<file path="src/rtl/multicycle_ctrl.sv">
// Moore control FSM for the multicycle MIPS-subset datapath: sequences mux
// selects, ALU op class and write strobes from the instruction opcode.
module multicycle_ctrl (
  input  logic       clk,
  input  logic       rst_n,
  input  logic       en,
  input  logic [5:0] opcode,
  input  logic       zero,
  output logic       pc_write,
  output logic       pc_write_cond,
  output logic       iord,
  output logic       mem_write,
  output logic       ir_write,
  output logic       reg_write,
  output logic [1:0] reg_dst,
  output logic [1:0] wb_sel,
  output logic       alu_src_a,
  output logic [1:0] alu_src_b,
  output logic [1:0] alu_op,
  output logic [1:0] pc_src,
  output logic       instr_done,
  output logic       illegal_op,
  output logic [3:0] state_o
);

  localparam logic [5:0] OP_R    = 6'h00;
  localparam logic [5:0] OP_LW   = 6'h23;
  localparam logic [5:0] OP_SW   = 6'h2B;
  localparam logic [5:0] OP_BEQ  = 6'h04;
  localparam logic [5:0] OP_ADDI = 6'h08;
  localparam logic [5:0] OP_J    = 6'h02;
  localparam logic [5:0] OP_JAL  = 6'h03;

  typedef enum logic [3:0] {
    FETCH  = 4'd0,
    DECODE = 4'd1,
    MEMADR = 4'd2,
    MEMRD  = 4'd3,
    MEMWB  = 4'd4,
    MEMWR  = 4'd5,
    EXEC   = 4'd6,
    ALUWB  = 4'd7,
    BRANCH = 4'd8,
    ADDIEX = 4'd9,
    ADDIWB = 4'd10,
    JUMP   = 4'd11,
    JAL    = 4'd12
  } state_t;

  state_t state, next_state;

  logic pc_write_raw, pc_write_cond_raw, mem_write_raw, ir_write_raw;
  logic reg_write_raw, instr_done_raw, illegal_raw, gate;

  // The zero flag is consumed by the datapath's PC-enable logic, not here.
  logic unused_zero;
  assign unused_zero = zero;

  always_ff @(posedge clk or negedge rst_n) begin
    if (!rst_n) state <= FETCH;
    else        state <= next_state;
  end

  always_comb begin
    next_state = state;
    if (en) begin
      case (state)
        FETCH:  next_state = DECODE;
        DECODE: begin
          case (opcode)
            OP_LW, OP_SW: next_state = MEMADR;
            OP_R:         next_state = EXEC;
            OP_BEQ:       next_state = BRANCH;
            OP_ADDI:      next_state = ADDIEX;
            OP_J:         next_state = JUMP;
            OP_JAL:       next_state = JAL;
            default:      next_state = FETCH;
          endcase
        end
        MEMADR: next_state = (opcode == OP_SW) ? MEMWR : MEMRD;
        MEMRD:  next_state = MEMWB;
        EXEC:   next_state = ALUWB;
        ADDIEX: next_state = ADDIWB;
        default: next_state = FETCH;
      endcase
    end
  end

  always_comb begin
    pc_write_raw      = 1'b0;
    pc_write_cond_raw = 1'b0;
    mem_write_raw     = 1'b0;
    ir_write_raw      = 1'b0;
    reg_write_raw     = 1'b0;
    instr_done_raw    = 1'b0;
    illegal_raw       = 1'b0;
    iord              = 1'b0;
    reg_dst           = 2'b00;
    wb_sel            = 2'b00;
    alu_src_a         = 1'b0;
    alu_src_b         = 2'b00;
    alu_op            = 2'b00;
    pc_src            = 2'b00;
    case (state)
      FETCH: begin
        ir_write_raw = 1'b1;
        alu_src_b    = 2'b01;
        pc_write_raw = 1'b1;
      end
      DECODE: begin
        alu_src_b = 2'b11;
        case (opcode)
          OP_R, OP_LW, OP_SW, OP_BEQ, OP_ADDI, OP_J, OP_JAL: illegal_raw = 1'b0;
          default: illegal_raw = 1'b1;
        endcase
      end
      MEMADR, ADDIEX: begin
        alu_src_a = 1'b1;
        alu_src_b = 2'b10;
      end
      MEMRD: iord = 1'b1;
      MEMWB: begin
        reg_write_raw  = 1'b1;
        wb_sel         = 2'b01;
        instr_done_raw = 1'b1;
      end
      MEMWR: begin
        iord           = 1'b1;
        mem_write_raw  = 1'b1;
        instr_done_raw = 1'b1;
      end
      EXEC: begin
        alu_src_a = 1'b1;
        alu_op    = 2'b10;
      end
      ALUWB: begin
        reg_write_raw  = 1'b1;
        reg_dst        = 2'b01;
        instr_done_raw = 1'b1;
      end
      ADDIWB: begin
        reg_write_raw  = 1'b1;
        instr_done_raw = 1'b1;
      end
      BRANCH: begin
        alu_src_a         = 1'b1;
        alu_op            = 2'b01;
        pc_src            = 2'b01;
        pc_write_cond_raw = 1'b1;
        instr_done_raw    = 1'b1;
      end
      JUMP: begin
        pc_src         = 2'b10;
        pc_write_raw   = 1'b1;
        instr_done_raw = 1'b1;
      end
      JAL: begin
        pc_src         = 2'b10;
        pc_write_raw   = 1'b1;
        reg_write_raw  = 1'b1;
        reg_dst        = 2'b10;
        wb_sel         = 2'b10;
        instr_done_raw = 1'b1;
      end
      default: ;
    endcase
  end

  // Strobes are killed combinationally so a frozen or resetting FSM never writes.
  assign gate          = en & rst_n;
  assign pc_write      = pc_write_raw & gate;
  assign pc_write_cond = pc_write_cond_raw & gate;
  assign mem_write     = mem_write_raw & gate;
  assign ir_write      = ir_write_raw & gate;
  assign reg_write     = reg_write_raw & gate;
  assign instr_done    = instr_done_raw & gate;
  assign illegal_op    = illegal_raw & gate;
  assign state_o       = state;

endmodule

</file>
<file path="config.mk">
export PLATFORM = sky130hd
export DESIGN_NAME = multicycle_ctrl
export DESIGN_NICKNAME = d
export VERILOG_FILES = /design/src/rtl/multicycle_ctrl.sv
export SDC_FILE = /design/constraint.sdc
export NUM_CORES = 1
export LEC_CHECK = 0
export CORE_MARGIN = 5
export CORE_UTILIZATION = 42
export CTS_CLUSTER_SIZE = 30
export DETAILED_ROUTE_END_ITERATION = 6
export PLACE_DENSITY = 0.84
export SLEW_MARGIN = 20
export SYNTH_ARGS = -nofsm -noshare
export SYNTH_HDL_FRONTEND = slang
export SYNTH_SLANG_ARGS = --single-unit
</file>
<file path="constraint.sdc">
create_clock -name clk -period 2.15 [get_ports clk]
set_input_delay 0.43 -clock clk [delete_from_list [all_inputs] [get_ports clk]]
set_output_delay 0.43 -clock clk [all_outputs]
set_load 0.02 [all_outputs]
</file>
==> qor.txt, run 1 <==
commonest cells in the netlist = nor2_1 (11), nand2_1 (8), buf_6 (6), nor3_1 (6), o21ai_0 (5)
Placer Congestion = 0.831
CP Capture Point = instr_done
filler instances = 122
Die ar. = 2450 um^2
Congestion Overflow GR = 0
# nets final = 145
status = finished, final reports clean
most common cell in the netlist = nor2_1
pin count of the biggest net entering global routing = 13
slowest cell delay on critical path = 0.50 ns
Finished Cell Area = 1070 um^2
Layout area overhead = 62.6%
deepest clock path buffer count = 2
clock power share = 10.2%
Worst Skew = 0.000550 ns
fin util = 71.6%
core area = 1490 um^2
CP arrival = 1.63 ns
vias in the first global route = 749
count of input and output buffers = 31
Synth async-reset ratio = 100%
Post-DRT Antenna Nets = 0
Worst setup EP type = output pin
Peak VDD IR = 0.439 mV
CTS buffer count = 3
r2r setup slk = 0.77 ns
area post-placement = 1060 um^2
Sink Count = 4
setup ws final = 0.0916 ns
Yosys Warn Count = 0
starting DRC count in detailed routing = 27
Remaining DRCs = 0
r2r endpoint = state_o[2]
Total Power = 0.891 mW
initial antenna violation count = 0
first-pass GRT wire length = 3100 um
top-area cell type share of the netlist area = 15.3%
endpoints failing setup = 0
top_reg_cell synth = dfrtp_1
Boundary Pins = 33
Fin Hold WS = 0.537 ns
count of cell types in the netlist = 39
Die Height = 49.5 um
leakage power = 0.497 nW
post-route clock period utilization = 95.7%
post-synthesis sequential area ratio = 15.3%
number of synthesized flops with an enable pin = 0
FP Rows = 14
syn_nets = 98
CP max FO = 4
Switching Power = 0.421 mW
Die Span X = 49.5 um
CP delay by family, top = buffers and inverters
pre-CTS WS = -0.424 ns
via-per-instance ratio = 5.52
critical path cell sequence = clkdlybuf4s50_1, nand2_2, buf_4, a21oi_1, clkdlybuf4s15_1
relative slew slack = 71.7%
Seq cells post-synth = 4
Initial Util = 44.0%
Internal = 0.470 mW
ANT cells = 0
HPWL after detailed placement = 1540 um
post-CTS setup buffer count = 0
Post-Syn Area = 656 um^2
Worst Path Required = 1.72 ns
via count = 822
top post-synthesis cells by area = dfrtp_1 (15%), buf_6 (10%), nor2_1 (6.3%)
Largest register FFs = 4
clock-pin slew on the worst setup and hold paths = 0.04 ns
overall routing resource usage = 15.6%
ratio of cells with drive above 1 in the final layout = 30.8%
Cells after Synth = 88
RSZ-0062 raised after global routing = false
placed instance count = 146
Comb pwr share = 75.9%
router iterations before antenna repair = 4
power per cell area = 836 nW/um^2
Crit path depth = 5
root cell of the clock tree = clkbuf_4
CP Launch Type = primary input
Final Max Slew Viols = 0
Max Cap Viol = 0
final WL = 1950 um
worst reg2reg path depth = 4
hold buffers post-CTS = 0
CTS HTree Levels = 1
f_max = 486 MHz
Buf+Inv Stages, Crit Path = 3
slowest CP cell = clkdlybuf4s50_1
R2R Path Start = state_o[3]
worst-margin pin slew = 0.424 ns
largest area contributor in the netlist = dfrtp_1
Crit. Startpoint = rst_n
Hold WC Path Type = primary input to async pin
switching share of power = 47.3%
Non-Filler Instances = 149
Reg power frac = 13.8%
Avg WL per Cell = 13.1 um
Syn Area/Cell = 7.45 um^2
Final Hold Vio Count = 0
critical path type = primary input to output pin
CTS tree = built
Skew-Pair Late Insertion Delay = 0.23 ns
Fin Setup TNS = 0 ns
Tmin final = 2.06 ns
[power by group through the flow]
stage          registers (mW)  clock network [mW]  logic (mW)
2_1_floorplan           0.140                   0       0.401
3_3_place_gp            0.120                   0       0.692
3_5_place_dp            0.120                   0       0.705
4_1_cts                 0.120              0.0953       0.666
5_1_grt                 0.129              0.0973       0.728
6_report                0.123              0.0911       0.677
[layer usage]
metal | up-vias | share of wire (%) | global-route usage, %
met3 | 2 | 9.5 | 3.31
met5 | - | 0 | 0
met1 | 376 | 38 | 15.8
met2 | 42 | 51 | 30.5
met4 | 0 | 0.72 | 5.24
li1 | 402 | - | -
[what timing repair did]
item                                    4_1_cts  5_1_grt
pin swaps                                     0        1
endpoints found under the setup margin       19        7
gates resized for setup                      25       15
[cells in the final DEF (no fill, tap or decap), types with 3 or more instances in the layout]
cell	synthesis	routed
dfrtp_1	4	4
o21ai_1	2	3
nand2_1	8	7
nor2_1	11	11
o21ai_0	5	4
clkbuf_4	0	3
nor3_1	6	5
dlygate4sd2_1	0	14
clkdlybuf4s50_1	0	11
a21oi_1	3	3
clkbuf_2	0	4
buf_4	3	22
[cell type report]
| class | count | area, um^2 | share of cell area [%] |
|---|---|---|---|
| well taps | 16 | 20.0 | 1.88 |
| clock buffers | 3 | 22.5 | 2.11 |
| repair buffers | 53 | 433 | 40.6 |
| multi-input cells | 71 | 483 | 45.3 |
| flip-flops and latches | 4 | 100 | 9.39 |
| inverters | 2 | 7.51 | 0.704 |
[logic make-up (layout without fill, tap and decap cells)]
family                 after synthesis  after routing  share of synthesized area, %
multiplexers                         1              1                          1.53
XOR/XNOR                             4              4                          5.34
flip-flops                           4              4                          15.3
buffers and inverters               13             58                          16.2
AND/OR/NAND/NOR                     43             43                          38.0
AO/OA/AOI/OAI                       23             23                          23.7
[how the worst min path moves through the flow]
stage / cells after the start / end
CTS: 2 / state_o[1]
global route: 2 / state_o[3]
global placement: 2 / state_o[0]
detailed placement: 3 / state_o[2]
finish: 2 / state_o[3]
floorplan: 0 / state_o[0]
Power figures use the tool's default switching activity.
==> run 2, diff against run 1 <==
--- a/config.mk
+++ b/config.mk
@@ -5,8 +5,9 @@
 export SDC_FILE = /design/constraint.sdc
 export NUM_CORES = 1
 export LEC_CHECK = 0
+export ABC_AREA = 1
 export CORE_MARGIN = 5
-export CORE_UTILIZATION = 42
+export CORE_UTILIZATION = 41
 export CTS_CLUSTER_SIZE = 30
 export DETAILED_ROUTE_END_ITERATION = 6
 export PLACE_DENSITY = 0.84
==> run 2 against run 1 <==
Compared with the run above:
- register-to-register slack improved by 0.19 ns
- non-clock buffer count fell by 10
- critical path depth fell by 1
- maximum frequency fell by 1.3%
- worst hold slack got worse by 0.038 ns
- synthesized cell count rose by 36%
- critical endpoint is now alu_op[1]
- largest power group unchanged
- clock skew rose by 0.0030 ns
- final area fell by 4.5%
- utilization rose by 3.8 points
==> qor.txt, run 2 <==
status = finished, final reports clean
GRT met1 Usage = 18.8% (+3.0 points)
Post-DRT Antenna Nets = 0 (unchanged)
Sink Count = 4 (unchanged)
endpoints failing setup = 0 (unchanged)
Worst setup EP type = output pin
Placer Congestion = 0.849 (+2.2%)
via count = 887 (+7.9%)
top_reg_cell synth = dfrtp_1
Max Cap Viol = 0 (unchanged)
# nets final = 175 (+21%)
f_max = 479 MHz (-1.3%)
Worst Path Required = 1.72 ns (about the same)
Avg WL per Cell = 11.2 um (-15%)
Tmin final = 2.09 ns (+0.0272 ns)
Peak VDD IR = 0.704 mV (+61%)
Crit. Startpoint = state_o[0]
met3 Track Usage GR = 5.50% (+2.2 points)
critical path type = register to output pin
Hold WC Path Type = primary input to async pin
overall routing resource usage = 17.4% (+1.9 points)
number of synthesized flops with an enable pin = 0 (unchanged)
RSZ-0062 raised after global routing = false
Syn Area/Cell = 5.05 um^2 (-32%)
syn_nets = 130 (+33%)
via-per-instance ratio = 4.98 (-9.7%)
final WL = 1990 um (+1.7%)
relative slew slack = 84.7% (+13 points)
CP Launch Type = register
GR Util met2 = 31.3% (+0.83 points)
most frequent cells in the layout = nand2_1 (41), nor2_1 (21), inv_1 (18)
count of cell types in the netlist = 16 (-59%)
Boundary Pins = 33 (unchanged)
Worst Skew = 0.00352 ns (+0.00297 ns)
most common cell in the netlist = nand2_1
Reg power frac = 17.9% (+4.1 points)
Cells after Synth = 120 (+36%)
Remaining DRCs = 0 (unchanged)
grt peak-use layer = met2
CP max FO = 7 (+3)
ANT cells = 0 (unchanged)
Die Height = 48.4 um (-2.2%)
starting DRC count in detailed routing = 15 (-44%)
switching share of power = 50.8% (+3.5 points)
Final Hold Vio Count = 0 (unchanged)
initial antenna violation count = 0 (unchanged)
Non-Filler Instances = 178 (+19%)
FP Rows = 13 (-1)
Seq cells post-synth = 4 (unchanged)
CTS HTree Levels = 1 (unchanged)
Initial Util = 44.9% (+0.82 points)
R2R Path Start = state_o[0]
Post-Syn Area = 606 um^2 (-7.6%)
router iterations before antenna repair = 4 (unchanged)
leakage power = 0.630 nW (+27%)
fin util = 75.4% (+3.8 points)
Final Max Slew Viols = 0 (unchanged)
first-pass GRT wire length = 3460 um (+12%)
Largest register FFs = 4 (unchanged)
top-area cell type share of the netlist area = 25.4% (+10 points)
worst-margin pin slew = 0.229 ns (-0.195 ns)
top post-synthesis cells by area = nand2_1 (25%), dfrtp_1 (17%), nor2_1 (15%)
clock-pin slew on the worst setup and hold paths = 0.04 ns (about the same)
post-route clock period utilization = 97.0% (+1.3 points)
Die Span X = 48.4 um (-2.2%)
placed instance count = 175 (+20%)
Synth async-reset ratio = 100% (unchanged)
CP arrival = 1.66 ns (+0.03 ns)
Yosys Warn Count = 0 (unchanged)
root cell of the clock tree = clkbuf_4
Congestion Overflow GR = 0 (unchanged)
Die ar. = 2350 um^2 (-4.3%)
CTS tree = built
clock power share = 10.9% (+0.7 points)
CTS buffer count = 3 (unchanged)
post-synthesis sequential area ratio = 16.5% (+1.3 points)
Comb pwr share = 71.2% (-4.7 points)
power per cell area = 784 nW/um^2 (-6.3%)
hold buffers post-CTS = 0 (unchanged)
most common cell after layout, fill and taps aside = nand2_1
vias in the first global route = 839 (+12%)
Skew-Pair Late Insertion Delay = 0.23 ns (about the same)
pin count of the biggest net entering global routing = 9 (-4)
ratio of cells with drive above 1 in the final layout = 17.8% (-13 points)
Internal = 0.393 mW (-16%)
Total Power = 0.798 mW (-10%)
deepest clock path buffer count = 2 (unchanged)
Switching Power = 0.405 mW (-3.8%)
commonest cells in the netlist = nand2_1 (41), nor2_1 (24), inv_1 (18)
HPWL after detailed placement = 1710 um (+11%)
largest area contributor in the netlist = nand2_1
core area = 1350 um^2 (-9.3%)
Layout area overhead = 68.2%
count of input and output buffers = 31 (unchanged)
==> run 2: area by class of cell <==
type | count | area, um^2
Fill cell | 133 | 332
Sequential cell | 4 | 103
Tap cell | 15 | 18.8
Multi-Input combinational cell | 92 | 408
Inverter | 21 | 78.8
Clock buffer | 3 | 22.5
Timing Repair Buffer | 43 | 388
==> run 2: timing repair <==
| item | CTS | global route |
|---|---|---|
| gates resized for setup | 18 | 10 |
| setup endpoints to repair | 16 | 8 |
| pin swaps | 0 | 2 |
| setup buffers | 0 | 0 |
==> run 2: power by group through the flow <==
stage | Combinational [mW] | Clock, mW | Sequential, mW
floorplan | 0.324 | 0 | 0.149
CTS | 0.570 | 0.0910 | 0.138
detailed placement | 0.587 | 0 | 0.138
global placement | 0.574 | 0 | 0.137
finish | 0.569 | 0.0871 | 0.143
global route | 0.627 | 0.0981 | 0.151
==> run 2: metal layers <==
metal,up-vias,routed length [um]
li1,458,-
met1,393,803
met2,34,1000
met3,2,165
met4,0,15
met5,-,0
==> run 2: kinds of logic after synthesis <==
kind of cell / Yosys count / synth area share (%)
buf+inv: 24 / 17.4
flops: 4 / 16.5
compound gates: 10 / 8.68
simple gates: 82 / 57.4
==> run 2: through the flow <==
stage	setup WS, ns	area [um^2]	TNS [ns]	hold WS, ns
after floorplan	0.195	606	0	0.134
after global placement	-0.359	998	-1.15	0.580
after detailed placement	-0.397	998	-1.32	0.594
after CTS	-0.0538	1010	-0.0538	0.496
after global routing	0.000695	1020	0	0.492
final	0.0643	1020	0	0.499
==> run 2: worst paths after layout <==
path,depth (start not counted),end,slack [ns]
max,4,alu_op[1],0.06
min,2,state_o[0],0.50
max reg2reg,7,state_o[2],0.96
min reg2reg,2,state_o[0],0.60
max in group asynchronous,2,state_o[1],1.54
min in group clk,2,state_o[0],0.60
==> run 2: worst max-delay path: stages, from the launching register on <==
cell	delay (ns)
dfrtp_2	0.45
inv_2	0.08
nand2_1	0.11
nor2_1	0.15
clkdlybuf4s50_1	0.63
